==> config.mk <==
export PLATFORM = sky130hd
export DESIGN_NAME = router_fsm_ctrl_flat
export DESIGN_NICKNAME = d
export VERILOG_FILES = /design/src/rtl/router_fsm_ctrl_pkg.sv /design/src/rtl/router_fsm_ctrl_if.sv /design/src/rtl/router_fsm_ctrl_port_sel.sv /design/src/rtl/router_fsm_ctrl.sv /design/src/flat_wrapper.sv
export SDC_FILE = /design/constraint.sdc
export NUM_CORES = 1
export LEC_CHECK = 0
export CORE_MARGIN = 3
export CORE_UTILIZATION = 36
export CTS_CLUSTER_DIAMETER = 120
export CTS_CLUSTER_SIZE = 40
export DETAILED_ROUTE_END_ITERATION = 10
export PLACE_DENSITY = 0.71
export SYNTH_ARGS = -nofsm -noshare
export SYNTH_HDL_FRONTEND = slang
export SYNTH_SLANG_ARGS = --single-unit
==> constraint.sdc <==
create_clock -name clk -period 3.03 [get_ports clk]
set_input_delay 0.606 -clock clk [delete_from_list [all_inputs] [get_ports clk]]
set_output_delay 0.606 -clock clk [all_outputs]
set_load 0.02 [all_outputs]
==> src/rtl/router_fsm_ctrl_pkg.sv <==
// Shared router definitions: FSM state encoding, port count and reserved header address.
package router_fsm_ctrl_pkg;

  localparam int unsigned ROUTER_NUM_PORTS = 3;
  localparam logic [1:0]  ROUTER_ADDR_INVALID = 2'b11;

  typedef enum logic [2:0] {
    ST_DA  = 3'd0,  // DECODE_ADDRESS
    ST_LFD = 3'd1,  // LOAD_FIRST_DATA
    ST_LD  = 3'd2,  // LOAD_DATA
    ST_FFS = 3'd3,  // FIFO_FULL_STATE
    ST_LAF = 3'd4,  // LOAD_AFTER_FULL
    ST_LP  = 3'd5,  // LOAD_PARITY
    ST_CPE = 3'd6,  // CHECK_PARITY_ERROR
    ST_WTE = 3'd7   // WAIT_TILL_EMPTY
  } state_t;

endpackage

==> src/rtl/router_fsm_ctrl_if.sv <==
// Control bundle between router inputs, synchronizer status and the sequencing FSM.
interface router_fsm_ctrl_if #(
  parameter int unsigned ADDR_W = 2
);

  logic              pkt_valid;
  logic [ADDR_W-1:0] data_in;
  logic              fifo_full;
  logic              fifo_empty_0;
  logic              fifo_empty_1;
  logic              fifo_empty_2;
  logic              soft_reset_0;
  logic              soft_reset_1;
  logic              soft_reset_2;
  logic              parity_done;
  logic              low_pkt_valid;

  logic              detect_add;
  logic              lfd_state;
  logic              ld_state;
  logic              laf_state;
  logic              full_state;
  logic              write_enb_reg;
  logic              rst_int_reg;
  logic              busy;

  // The FSM side.
  modport slave (
    input  pkt_valid, data_in, fifo_full,
    input  fifo_empty_0, fifo_empty_1, fifo_empty_2,
    input  soft_reset_0, soft_reset_1, soft_reset_2,
    input  parity_done, low_pkt_valid,
    output detect_add, lfd_state, ld_state, laf_state, full_state,
    output write_enb_reg, rst_int_reg, busy
  );

  // The driving side (router pins, synchronizer, register block).
  modport master (
    output pkt_valid, data_in, fifo_full,
    output fifo_empty_0, fifo_empty_1, fifo_empty_2,
    output soft_reset_0, soft_reset_1, soft_reset_2,
    output parity_done, low_pkt_valid,
    input  detect_add, lfd_state, ld_state, laf_state, full_state,
    input  write_enb_reg, rst_int_reg, busy
  );

endinterface

==> src/rtl/router_fsm_ctrl_port_sel.sv <==
// Per-port status mux: picks the empty and soft-reset flags of the port named by sel.
module router_port_sel
  import router_fsm_ctrl_pkg::*;
#(
  parameter int unsigned ADDR_W = 2
) (
  input  logic [ADDR_W-1:0]           sel,
  input  logic [ROUTER_NUM_PORTS-1:0] empty_vec,
  input  logic [ROUTER_NUM_PORTS-1:0] srst_vec,
  output logic                        empty_sel,
  output logic                        srst_sel
);

  // NOTE: every output gets a default before the loop so no latch is inferred
  // for the unmatched (invalid) address.
  always_comb begin
    empty_sel = 1'b0;
    srst_sel  = 1'b0;
    for (int i = 0; i < int'(ROUTER_NUM_PORTS); i++) begin
      if (sel == ADDR_W'(i)) begin
        empty_sel = empty_vec[i];
        srst_sel  = srst_vec[i];
      end
    end
  end

endmodule

==> src/rtl/router_fsm_ctrl.sv <==
// Router packet-sequencing FSM; the CHECK_PARITY_ERROR stage and rst_int_reg are
// built only when ROUTER_FSM_PARITY_EN is defined.
module router_fsm_ctrl
  import router_fsm_ctrl_pkg::*;
#(
  parameter int unsigned ADDR_W = 2
) (
  input  logic               clk,
  input  logic               reset,
  router_fsm_ctrl_if.slave   bus
);

  state_t            state;
  state_t            state_n;
  logic [ADDR_W-1:0] addr_q;
  logic              tgt_empty;
  logic              tgt_srst;
  logic              hdr_empty;
  logic              hdr_srst_unused;
  logic              hdr_valid;

  logic [ROUTER_NUM_PORTS-1:0] empty_vec;
  logic [ROUTER_NUM_PORTS-1:0] srst_vec;

  assign empty_vec = {bus.fifo_empty_2, bus.fifo_empty_1, bus.fifo_empty_0};
  assign srst_vec  = {bus.soft_reset_2, bus.soft_reset_1, bus.soft_reset_0};

  // Status of the latched target port, used once the packet is under way.
  router_port_sel #(.ADDR_W(ADDR_W)) u_tgt_sel (
    .sel       (addr_q),
    .empty_vec (empty_vec),
    .srst_vec  (srst_vec),
    .empty_sel (tgt_empty),
    .srst_sel  (tgt_srst)
  );

  // In DA the header is still on data_in, so its port is decoded directly.
  router_port_sel #(.ADDR_W(ADDR_W)) u_hdr_sel (
    .sel       (bus.data_in),
    .empty_vec (empty_vec),
    .srst_vec  (srst_vec),
    .empty_sel (hdr_empty),
    .srst_sel  (hdr_srst_unused)
  );

  assign hdr_valid = bus.pkt_valid && (bus.data_in != ADDR_W'(ROUTER_ADDR_INVALID));

  // NOTE: sequential state uses non-blocking assignments so every register
  // samples pre-edge values regardless of process ordering.
  always_ff @(posedge clk) begin
    if (reset) begin
      state  <= ST_DA;
      addr_q <= '0;
    end else begin
      state <= state_n;
      if (state == ST_DA && bus.pkt_valid) addr_q <= bus.data_in;
    end
  end

  always_comb begin
    state_n = state;
    if (state != ST_DA && tgt_srst) begin
      state_n = ST_DA;
    end else begin
      case (state)
        ST_DA:  if (hdr_valid) state_n = hdr_empty ? ST_LFD : ST_WTE;
        ST_LFD: state_n = ST_LD;
        ST_LD: begin
          if (bus.fifo_full)       state_n = ST_FFS;
          else if (!bus.pkt_valid) state_n = ST_LP;
        end
        ST_FFS: if (!bus.fifo_full) state_n = ST_LAF;
        ST_LAF: begin
          if (bus.parity_done)        state_n = ST_DA;
          else if (bus.low_pkt_valid) state_n = ST_LP;
          else                        state_n = ST_LD;
        end
`ifdef ROUTER_FSM_PARITY_EN
        ST_LP:  state_n = ST_CPE;
        ST_CPE: state_n = bus.fifo_full ? ST_FFS : ST_DA;
`else
        ST_LP:  state_n = ST_DA;
`endif
        ST_WTE: if (tgt_empty) state_n = ST_LFD;
        default: state_n = ST_DA;
      endcase
    end
  end

  always_comb begin
    bus.detect_add    = (state == ST_DA);
    bus.lfd_state     = (state == ST_LFD);
    bus.ld_state      = (state == ST_LD);
    bus.laf_state     = (state == ST_LAF);
    bus.full_state    = (state == ST_FFS);
    bus.write_enb_reg = (state == ST_LD) || (state == ST_LAF) || (state == ST_LP);
`ifdef ROUTER_FSM_PARITY_EN
    bus.rst_int_reg   = (state == ST_CPE);
`else
    bus.rst_int_reg   = 1'b0;
`endif
    bus.busy          = (state != ST_DA) && (state != ST_LD);
  end

endmodule
==> src/flat_wrapper.sv <==
// flat-port wrapper written by rule: the top's interface ports become plain ports
module router_fsm_ctrl_flat import router_fsm_ctrl_pkg::*;
#(
  parameter int unsigned ADDR_W = 2
)
  (clk, reset, bus_pkt_valid, bus_data_in, bus_fifo_full, bus_fifo_empty_0, bus_fifo_empty_1, bus_fifo_empty_2, bus_soft_reset_0, bus_soft_reset_1, bus_soft_reset_2, bus_parity_done, bus_low_pkt_valid, bus_detect_add, bus_lfd_state, bus_ld_state, bus_laf_state, bus_full_state, bus_write_enb_reg, bus_rst_int_reg, bus_busy);
  router_fsm_ctrl_if #(.ADDR_W(ADDR_W)) bus_i ();
  input  logic clk;
  input  logic reset;
  input wire logic [$bits(bus_i.pkt_valid)-1:0] bus_pkt_valid;
  input wire logic [$bits(bus_i.data_in)-1:0] bus_data_in;
  input wire logic [$bits(bus_i.fifo_full)-1:0] bus_fifo_full;
  input wire logic [$bits(bus_i.fifo_empty_0)-1:0] bus_fifo_empty_0;
  input wire logic [$bits(bus_i.fifo_empty_1)-1:0] bus_fifo_empty_1;
  input wire logic [$bits(bus_i.fifo_empty_2)-1:0] bus_fifo_empty_2;
  input wire logic [$bits(bus_i.soft_reset_0)-1:0] bus_soft_reset_0;
  input wire logic [$bits(bus_i.soft_reset_1)-1:0] bus_soft_reset_1;
  input wire logic [$bits(bus_i.soft_reset_2)-1:0] bus_soft_reset_2;
  input wire logic [$bits(bus_i.parity_done)-1:0] bus_parity_done;
  input wire logic [$bits(bus_i.low_pkt_valid)-1:0] bus_low_pkt_valid;
  output wire logic [$bits(bus_i.detect_add)-1:0] bus_detect_add;
  output wire logic [$bits(bus_i.lfd_state)-1:0] bus_lfd_state;
  output wire logic [$bits(bus_i.ld_state)-1:0] bus_ld_state;
  output wire logic [$bits(bus_i.laf_state)-1:0] bus_laf_state;
  output wire logic [$bits(bus_i.full_state)-1:0] bus_full_state;
  output wire logic [$bits(bus_i.write_enb_reg)-1:0] bus_write_enb_reg;
  output wire logic [$bits(bus_i.rst_int_reg)-1:0] bus_rst_int_reg;
  output wire logic [$bits(bus_i.busy)-1:0] bus_busy;
  assign bus_i.pkt_valid = bus_pkt_valid;
  assign bus_i.data_in = bus_data_in;
  assign bus_i.fifo_full = bus_fifo_full;
  assign bus_i.fifo_empty_0 = bus_fifo_empty_0;
  assign bus_i.fifo_empty_1 = bus_fifo_empty_1;
  assign bus_i.fifo_empty_2 = bus_fifo_empty_2;
  assign bus_i.soft_reset_0 = bus_soft_reset_0;
  assign bus_i.soft_reset_1 = bus_soft_reset_1;
  assign bus_i.soft_reset_2 = bus_soft_reset_2;
  assign bus_i.parity_done = bus_parity_done;
  assign bus_i.low_pkt_valid = bus_low_pkt_valid;
  assign bus_detect_add = bus_i.detect_add;
  assign bus_lfd_state = bus_i.lfd_state;
  assign bus_ld_state = bus_i.ld_state;
  assign bus_laf_state = bus_i.laf_state;
  assign bus_full_state = bus_i.full_state;
  assign bus_write_enb_reg = bus_i.write_enb_reg;
  assign bus_rst_int_reg = bus_i.rst_int_reg;
  assign bus_busy = bus_i.busy;
  router_fsm_ctrl #(.ADDR_W(ADDR_W)) u_core (.clk(clk), .reset(reset), .bus(bus_i));
endmodule
* Word level (Yosys, flattened, before mapping)
Cells that the tools add are included.
** Operators by class
- Eq/ne operators :: 16
- Multiplexer cells :: 18
- Reduce and logical (&&, ||, !) cells :: 12
** Operators by type and width (number)
- two-way mux 3 bit :: 8
- one-hot mux 3 bit (6 select lines) :: 1
- equality test 3 bit, second input constant :: 3
- two-way mux 1 bit :: 9
- equality test 3 x 2 -> 1 bit, second input constant :: 2
- equality test 2 x 1 -> 1 bit, second input constant :: 2
- equality test 2 bit, second input constant :: 2
- logical AND 1 bit :: 4
- zero test 2 bit :: 2
- inequality test 2 x 1 -> 1 bit, second input constant :: 2
- inequality test 2 bit, second input constant :: 2
- AND reduction 4 bit :: 1
- equality test 3 x 1 -> 1 bit, second input constant :: 1
- zero test 3 bit :: 1
- inequality test 3 x 2 -> 1 bit, second input constant :: 1
- inequality test 3 bit, second input constant :: 1
- nonzero test 3 bit :: 1
- logical OR 1 bit :: 2
- OR reduction 2 bit :: 1
** Word-level totals
- Register bits after elaboration :: 5
- Input bits :: 14
- Output and inout bits :: 8
- Word-level logic and storage cells :: 48

* Logic depth before layout (Yosys ltp)
Gate-level depths: netlist of the first run.
- Word-level depth :: 7
- Mapped depth :: 6
- Gate-level depth less buffers :: 6

* Cells and area by module
Synthesis of the first run repeated with hierarchy kept, for this count alone.
** Unflattened totals
- Cells, all modules :: 66
- Area, all modules :: 493.0 um2
** By module, submodules not included
- router_fsm_ctrl :: instances 1, cells an instance 56, area an instance 405.4 um2, sequential area each 100.1 um2
- router_port_sel :: instances 2, cells an instance 5, area an instance 43.8 um2, sequential area each 0.0 um2

* Worst setup path before layout of the first run
No wires, ideal clock.
- Kind :: register to output
- Start :: register u_core.state[2]
- End :: output port bus_write_enb_reg
- Arrival :: 1128 ps
- Required time :: 2424 ps
- Slack :: 1296 ps
- Stages on the path, launching flop included :: 3
- Path buffers :: 1
- Cells stage by stage :: dfxtp_1 > clkbuf_1 > mux2i_1
** Between the ends
- Longest elaborated chain between the ends :: 3
- Elaborated cells between the ends (all ways) :: 5
- Classes of those cells :: eq/ne (3); reduce/logical (2)
** Ends and longest elaborated chain
- start, declared :: RTL line router_fsm_ctrl.sv:13 : state_t state;
- start signal, assigned :: RTL line router_fsm_ctrl.sv:55 : state <= state_n;
- equality test 3 x 2 -> 1 bit or equality test 3 bit (tied branches) :: RTL line router_fsm_ctrl.sv:96 : bus.write_enb_reg = (state == ST_LD) || (state == ST_LAF) || (state == ST_LP);
- logical OR 1 bit :: RTL line router_fsm_ctrl.sv:96
- logical OR 1 bit * :: RTL line router_fsm_ctrl.sv:96
- end, declared :: RTL line flat_wrapper.sv:26 : output wire logic [$bits(bus_i.write_enb_reg)-1:0] bus_write_enb_reg;
Every way passes the cells marked *; elsewhere a longest branch is shown, timed or not.

* Worst setup path in the final report of the first run
- Start :: register u_core.state[2]
- End :: output port bus_detect_add
** Between the ends
- Longest elaborated chain between the ends :: 1
** Ends and longest elaborated chain
- zero test 3 bit :: RTL line router_fsm_ctrl.sv:91 : bus.detect_add = (state == ST_DA);
- end, declared :: RTL line flat_wrapper.sv:21 : output wire logic [$bits(bus_i.detect_add)-1:0] bus_detect_add;
No other way between the ends.

==> results.ini, run 1 <==
[synth]
avgSynthCellArea_um2=7.10
synth.most_common_cell=nand2_1
syn_inst=67
synthArstFlopShare_pct=0
synth_cell_types=31
ys_top_cells_by_count=nand2_1 (10), a21oi_1 (5), dfxtp_1 (5), nor2_1 (5)
synth_edf_count=0
synth.cell_area_um2=475
synth_top_area_cell=dfxtp_1
synth_flop_cell=dfxtp_1
ys_warn_count=0
synth_seq_cells=5
synth_top_cell_area_share_pct=21.1
yosys-top-cells-area=dfxtp_1 (21%), mux2i_1 (8.4%), nand2_1 (7.9%)
ys_seq_area_share_pct=21.1
synth_nets=81

[clock_tree]
cts_setup_buffers=0
clock-sinks=5
clockBufferDepth=2
holdBufCountCts=0
h-tree-depth=1
cts_buffers=3
clk_latency_ns=0.23
cts_tree=done
clock-root-buffer=clkbuf_4
clk_pin_slew_worst_paths_ns=0.04
cts_resized=0

[place]
postPlaceCellArea_um2=673
dp_hpwl_um=947
io_buffers=20
place.gp.congestion=0.786
post-place-cells=97

[critical_path]
timing.critical_path.to_type=primary output
startpoint=u_core.state[2]$_SDFFE_PP0P_
path_max_fanout=16
crit_type=reg -> out
startpoint_type=flip-flop
worstReg2RegStart=u_core.state[2]$_SDFFE_PP0P_
cp.arrival_ns=1.83
reg2reg_slack_ns=1.40
cp.required_ns=2.42

[routing]
first_iter_violations=7
num_vias=522
firstDrtPassIters=4
detail_route.wl_per_cell_um=11.3
wl_um=1140
via_per_inst=5.17
antenna_left=0
drc=0

[timing]
maxSlewViolCount=0
hold_viol=0
skew_ns=0.000214
setup_viol=0
fmax_ghz=0.410
layout_min_cycle_time_ns=2.44
holdWs_ns=0.532
rsz0062_at_grt=false
finalCritPeriodShare_pct=80.4
timing.setup.tns_ns=0

[global_route]
grt_overflow=0
grt_use_met3_pct=2.58
grtUsageTotal_pct=13.8
grt_pass1_wl_um=1880
top_usage_layer=met2
grt_max_degree=17
grt_pass1_vias=422
grt_use_met2_pct=19.8
antenna_found_initial=0
use_met1_pct=18.3

[layout]
antenna_cells=0
multi_input_area_um2=352
syn_to_final_growth_pct=47.1
seq_area_um2=100
finalNetCount=102
instances_no_fill=101
layout-drive-gt1-share_pct=6.90
fin_util_pct=59.7
fillers=118
design_area_um2=699

[status]
status=finished clean

[power]
leakage_nw=0.262
power.density_nw_per_um2=907
ir_drop_mv=0.545

[floorplan]
die-area_um2=1790
core_um2=1170
die_w_um=42.3
rows=12
start_util_pct=40.6
io_pins=22
die_y_um=42.3

[worst_hold_path]
hp-class=reg -> reg
hp-start=u_core.addr_q[0]$_SDFFE_PP0P_

[run]
drv_cap=0

## worst paths after layout
kind                                        end  cells after the start
setup / recovery                 bus_detect_add                      3
hold / removal    u_core.addr_q[0]$_SDFFE_PP0P_                      2
setup reg to reg   u_core.state[2]$_SDFFE_PP0P_                      4
hold reg to reg   u_core.addr_q[0]$_SDFFE_PP0P_                      2
## final cells by class
type | count | area share, %
flip-flops and latches | 5 | 14.3
inverters | 1 | 0.537
repair buffers | 20 | 28.6
multi-input cells | 57 | 50.3
clock buffers | 4 | 3.76
well taps | 14 | 2.50
## cell families (layout without fill, tap and decap cells)
| kind of cell | after synthesis | count (layout) | synth area share, % |
|---|---|---|---|
| AOI/OAI and AO/OA | 18 | 18 | 25.0 |
| buffers and inverters | 5 | 25 | 5.00 |
| xor gates and xnor gates | 1 | 1 | 1.84 |
| muxes | 4 | 4 | 8.42 |
| other | 1 | 1 | 0.789 |
| DFF | 5 | 5 | 21.1 |
| and+or+nand+nor | 33 | 33 | 37.9 |
## placed cells by master (no fill, tap or decap), drive strengths merged
cell            n
a211o           1
a21boi          1
a21o            2
a21oi           5
and3            1
clkbuf          4
clkdlybuf4s50  20
conb            1
dfxtp           5
inv             1
mux2i           4
nand2          10
nand2b          4
nand3           2
nand3b          4
nor2            5
nor3            1
nor3b           2
nor4            1
o211ai          2
o21a            1
o21ai           2
o21bai          1
o221ai          1
o22ai           1
o31ai           1
or2             1
or3             1
or3b            1
xor2            1
## sequential cells by signal, summed over array words and instances, names as in the netlist
signal and cells:
u_core.state 3, u_core.addr_q 2
## power by group
part / internal, mW / switching, mW / total, mW
clock network: 0.0496 / 0.0242 / 0.0737
registers: 0.0896 / 0.0631 / 0.153
logic: 0.209 / 0.199 / 0.408
## stage by stage
| stage | total power, mW | setup slack, ns |
|---|---|---|
| 2_1_floorplan | 0.416 | 1.30 |
| 3_3_place_gp | 0.558 | 0.853 |
| 3_5_place_dp | 0.564 | 0.841 |
| 4_1_cts | 0.641 | 0.581 |
| 5_1_grt | 0.688 | 0.492 |
| 6_report | 0.634 | 0.592 |
## routing by layer
layer	routed length, um	vias up	share of wire [%]
li1	-	280	-
met1	581	234	51
met2	541	8	47
met3	21	0	1.8
met4	0	0	0
met5	0	-	0
## worst max-delay path, stage by stage, from the launching register on
cell             delay, ns
dfxtp_1               0.44
or3_4                 0.46
inv_2                 0.09
clkdlybuf4s50_1       0.60
Note: power is estimated with default switching activity, not from simulation.
==> run 2, diff against run 1 <==
Settings changed: CORE_UTILIZATION 36 to 35, PLACE_DENSITY 0.71 to 0.72.
Clock period 3.03 ns to 2.07 ns, I/O delays scaled along.
==> run 2 against run 1 <==
Effect of this change: largest power group unchanged; combinational power rose by 54%; sequential share of layout area barely moved; flip-flop and latch count did not move; highest routed layer unchanged; clock-buffer cell count did not move; clock skew rose by 0.0045 ns; non-clock buffer count rose by 2.
==> results.ini, run 2 (synthesis gave the netlist of run 1 again) <==
[layout]
layout-drive-gt1-share_pct=11.2  ; +4.3 points
instances_no_fill=103  ; +2.0%
mostFrequentLayoutCell=clkdlybuf4s50_1
finalNetCount=104  ; +2.0%
top_regs=u_core.state: 3 flops, u_core.addr_q: 2 flops
top_register=u_core.state
largest_reg_flops=3  ; unchanged
syn_to_final_growth_pct=50.8
antenna_cells=0  ; unchanged
mostFrequentLayoutCells=clkdlybuf4s50_1 (17), nand2_1 (10), nor2_1 (5), a21oi_1 (5)

[place]
io_buffers=20  ; unchanged
place.gp.congestion=0.812  ; +3.4%
dp_hpwl_um=1090  ; +15%
post-place-cells=99  ; +2.1%

[routing]
drc=0  ; unchanged
detail_route.wl_per_cell_um=12.8  ; +13%
dr_wl_met2_um=629  ; +16%
via_per_inst=5.34  ; +3.3%
wl_met1_um=635  ; +9.3%
firstDrtPassIters=4  ; unchanged
antenna_left=0  ; unchanged
dr.max_layer_used=met3
num_vias=550  ; +5.4%
met3_length_um=57  ; +170%
first_iter_violations=13  ; +6
wl_um=1320  ; +16%

[critical_path]
startpoint_type=flip-flop
cp-endpoint=bus_ld_state
crit_type=reg -> out
ff2ff_path_depth=4  ; unchanged
timing.critical_path.to_type=primary output
reg2reg_slack_ns=0.56  ; -0.84 ns
cp.required_ns=1.66  ; -0.76 ns
cp.arrival_ns=1.53  ; -0.30 ns
path_max_fanout=13  ; -3
worstReg2RegStart=u_core.state[2]$_SDFFE_PP0P_
startpoint=u_core.state[0]$_SDFFE_PP0P_
worstReg2RegEnd=u_core.state[2]$_SDFFE_PP0P_

[floorplan]
die_w_um=42.9  ; +1.2%
core_um2=1190  ; +1.3%
start_util_pct=40.1  ; -0.51 points
io_pins=22  ; unchanged
die-area_um2=1840  ; +2.4%
rows=12  ; unchanged
die_y_um=42.9  ; +1.2%

[power]
p_clk_share_pct=11.7  ; about the same
internal_power_mw=0.512  ; +47%
pwr-share-comb_pct=66.5  ; +2.2 points
ir_drop_mv=0.829  ; +52%
p_seq_share_pct=21.8  ; -2.3 points
power.density_nw_per_um2=1320  ; +46%
sw_frac_of_total_pct=45.9  ; +0.88 points
leakage_nw=0.294  ; +12%
p_total_mw=0.947  ; +49%
power.switching_mw=0.435  ; +52%

[clock_tree]
h-tree-depth=1  ; unchanged
cts_buffers=3  ; unchanged
clockBufferDepth=2  ; unchanged
clk_pin_slew_worst_paths_ns=0.04  ; about the same
clock-sinks=5  ; unchanged
clk_latency_ns=0.24  ; about the same
cts_tree=done
clock-root-buffer=clkbuf_4

[global_route]
grtUsageTotal_pct=15.5  ; +1.8 points
grt_pass1_wl_um=2200  ; +17%
grt_max_degree=14  ; -3
antenna_found_initial=0  ; unchanged
grt_pass1_vias=473  ; +12%
grt_overflow=0  ; unchanged

[timing]
hold_viol=0  ; unchanged
timing.setup.tns_ns=0  ; unchanged
skew_ns=0.00473  ; +0.00452 ns
layout_min_cycle_time_ns=1.94
setup_viol=0  ; unchanged
fmax_ghz=0.515
finalCritPeriodShare_pct=93.9
rsz0062_at_grt=false
maxSlewViolCount=0  ; unchanged

[status]
status=finished clean

[worst_hold_path]
hp-class=reg -> reg

[run]
drv_cap=0  ; unchanged

run 2: how the worst min path moves through the flow:
stage / to / slack (ns) / start / cells after the start
final: u_core.addr_q[0]$_SDFFE_PP0P_ / 0.53 / u_core.addr_q[0]$_SDFFE_PP0P_ / 2
after detailed placement: u_core.addr_q[0]$_SDFFE_PP0P_ / 0.53 / u_core.addr_q[0]$_SDFFE_PP0P_ / 2
after floorplan: u_core.addr_q[0]$_SDFFE_PP0P_ / 0.46 / u_core.addr_q[0]$_SDFFE_PP0P_ / 2
after global placement: u_core.addr_q[0]$_SDFFE_PP0P_ / 0.51 / u_core.addr_q[0]$_SDFFE_PP0P_ / 2
after global routing: u_core.addr_q[0]$_SDFFE_PP0P_ / 0.57 / u_core.addr_q[0]$_SDFFE_PP0P_ / 2
after CTS: u_core.addr_q[0]$_SDFFE_PP0P_ / 0.53 / u_core.addr_q[0]$_SDFFE_PP0P_ / 2
run 2: layer usage:
metal | up-vias | GRT usage [%]
met5 | - | 0
met4 | 0 | 5.59
met3 | 0 | 3.81
met2 | 14 | 20.4
met1 | 252 | 23.7
li1 | 284 | -
run 2: power groups by stage:
| stage | Clock [mW] | Sequential (mW) | Combinational [mW] |
|---|---|---|---|
| 3_3_place_gp | 0 | 0.197 | 0.656 |
| 5_1_grt | 0.123 | 0.213 | 0.690 |
| 4_1_cts | 0.119 | 0.205 | 0.633 |
| 6_report | 0.111 | 0.206 | 0.629 |
| 2_1_floorplan | 0 | 0.160 | 0.448 |
| 3_5_place_dp | 0 | 0.202 | 0.656 |
run 2: area by class of cell:
class / count / area (um2)
Inverter: 1 / 3.75
Tap cell: 14 / 17.5
Sequential cell: 5 / 103
Fill cell: 130 / 469
Multi-Input combinational cell: 57 / 352
Timing Repair Buffer: 22 / 215
Clock buffer: 4 / 26.3
run 2: worst max-delay path, stage by stage, from the launching register on:
cell and delay [ns]:
dfxtp_2 0.37, nand2b_1 0.21, nor2_1 0.10, clkdlybuf4s50_1 0.60
run 2: repair_timing:
item	in CTS	in global routing
resized for setup	4	1
hold buffers	0	0
setup buffers	0	0
pin swaps	0	0
setup endpoints to repair	3	1
run 2: per-stage QoR:
stage	hold WS [ns]	instance area (um2)	setup WS, ns	utilization, %
after detailed placement	0.529	688	0.146	58.0
final	0.532	717	0.127	60.4
after CTS	0.535	714	0.0554	60.2
after floorplan	0.463	475	0.463	-
after global routing	0.572	717	0.0353	60.4
after global placement	0.510	688	0.165	58.0
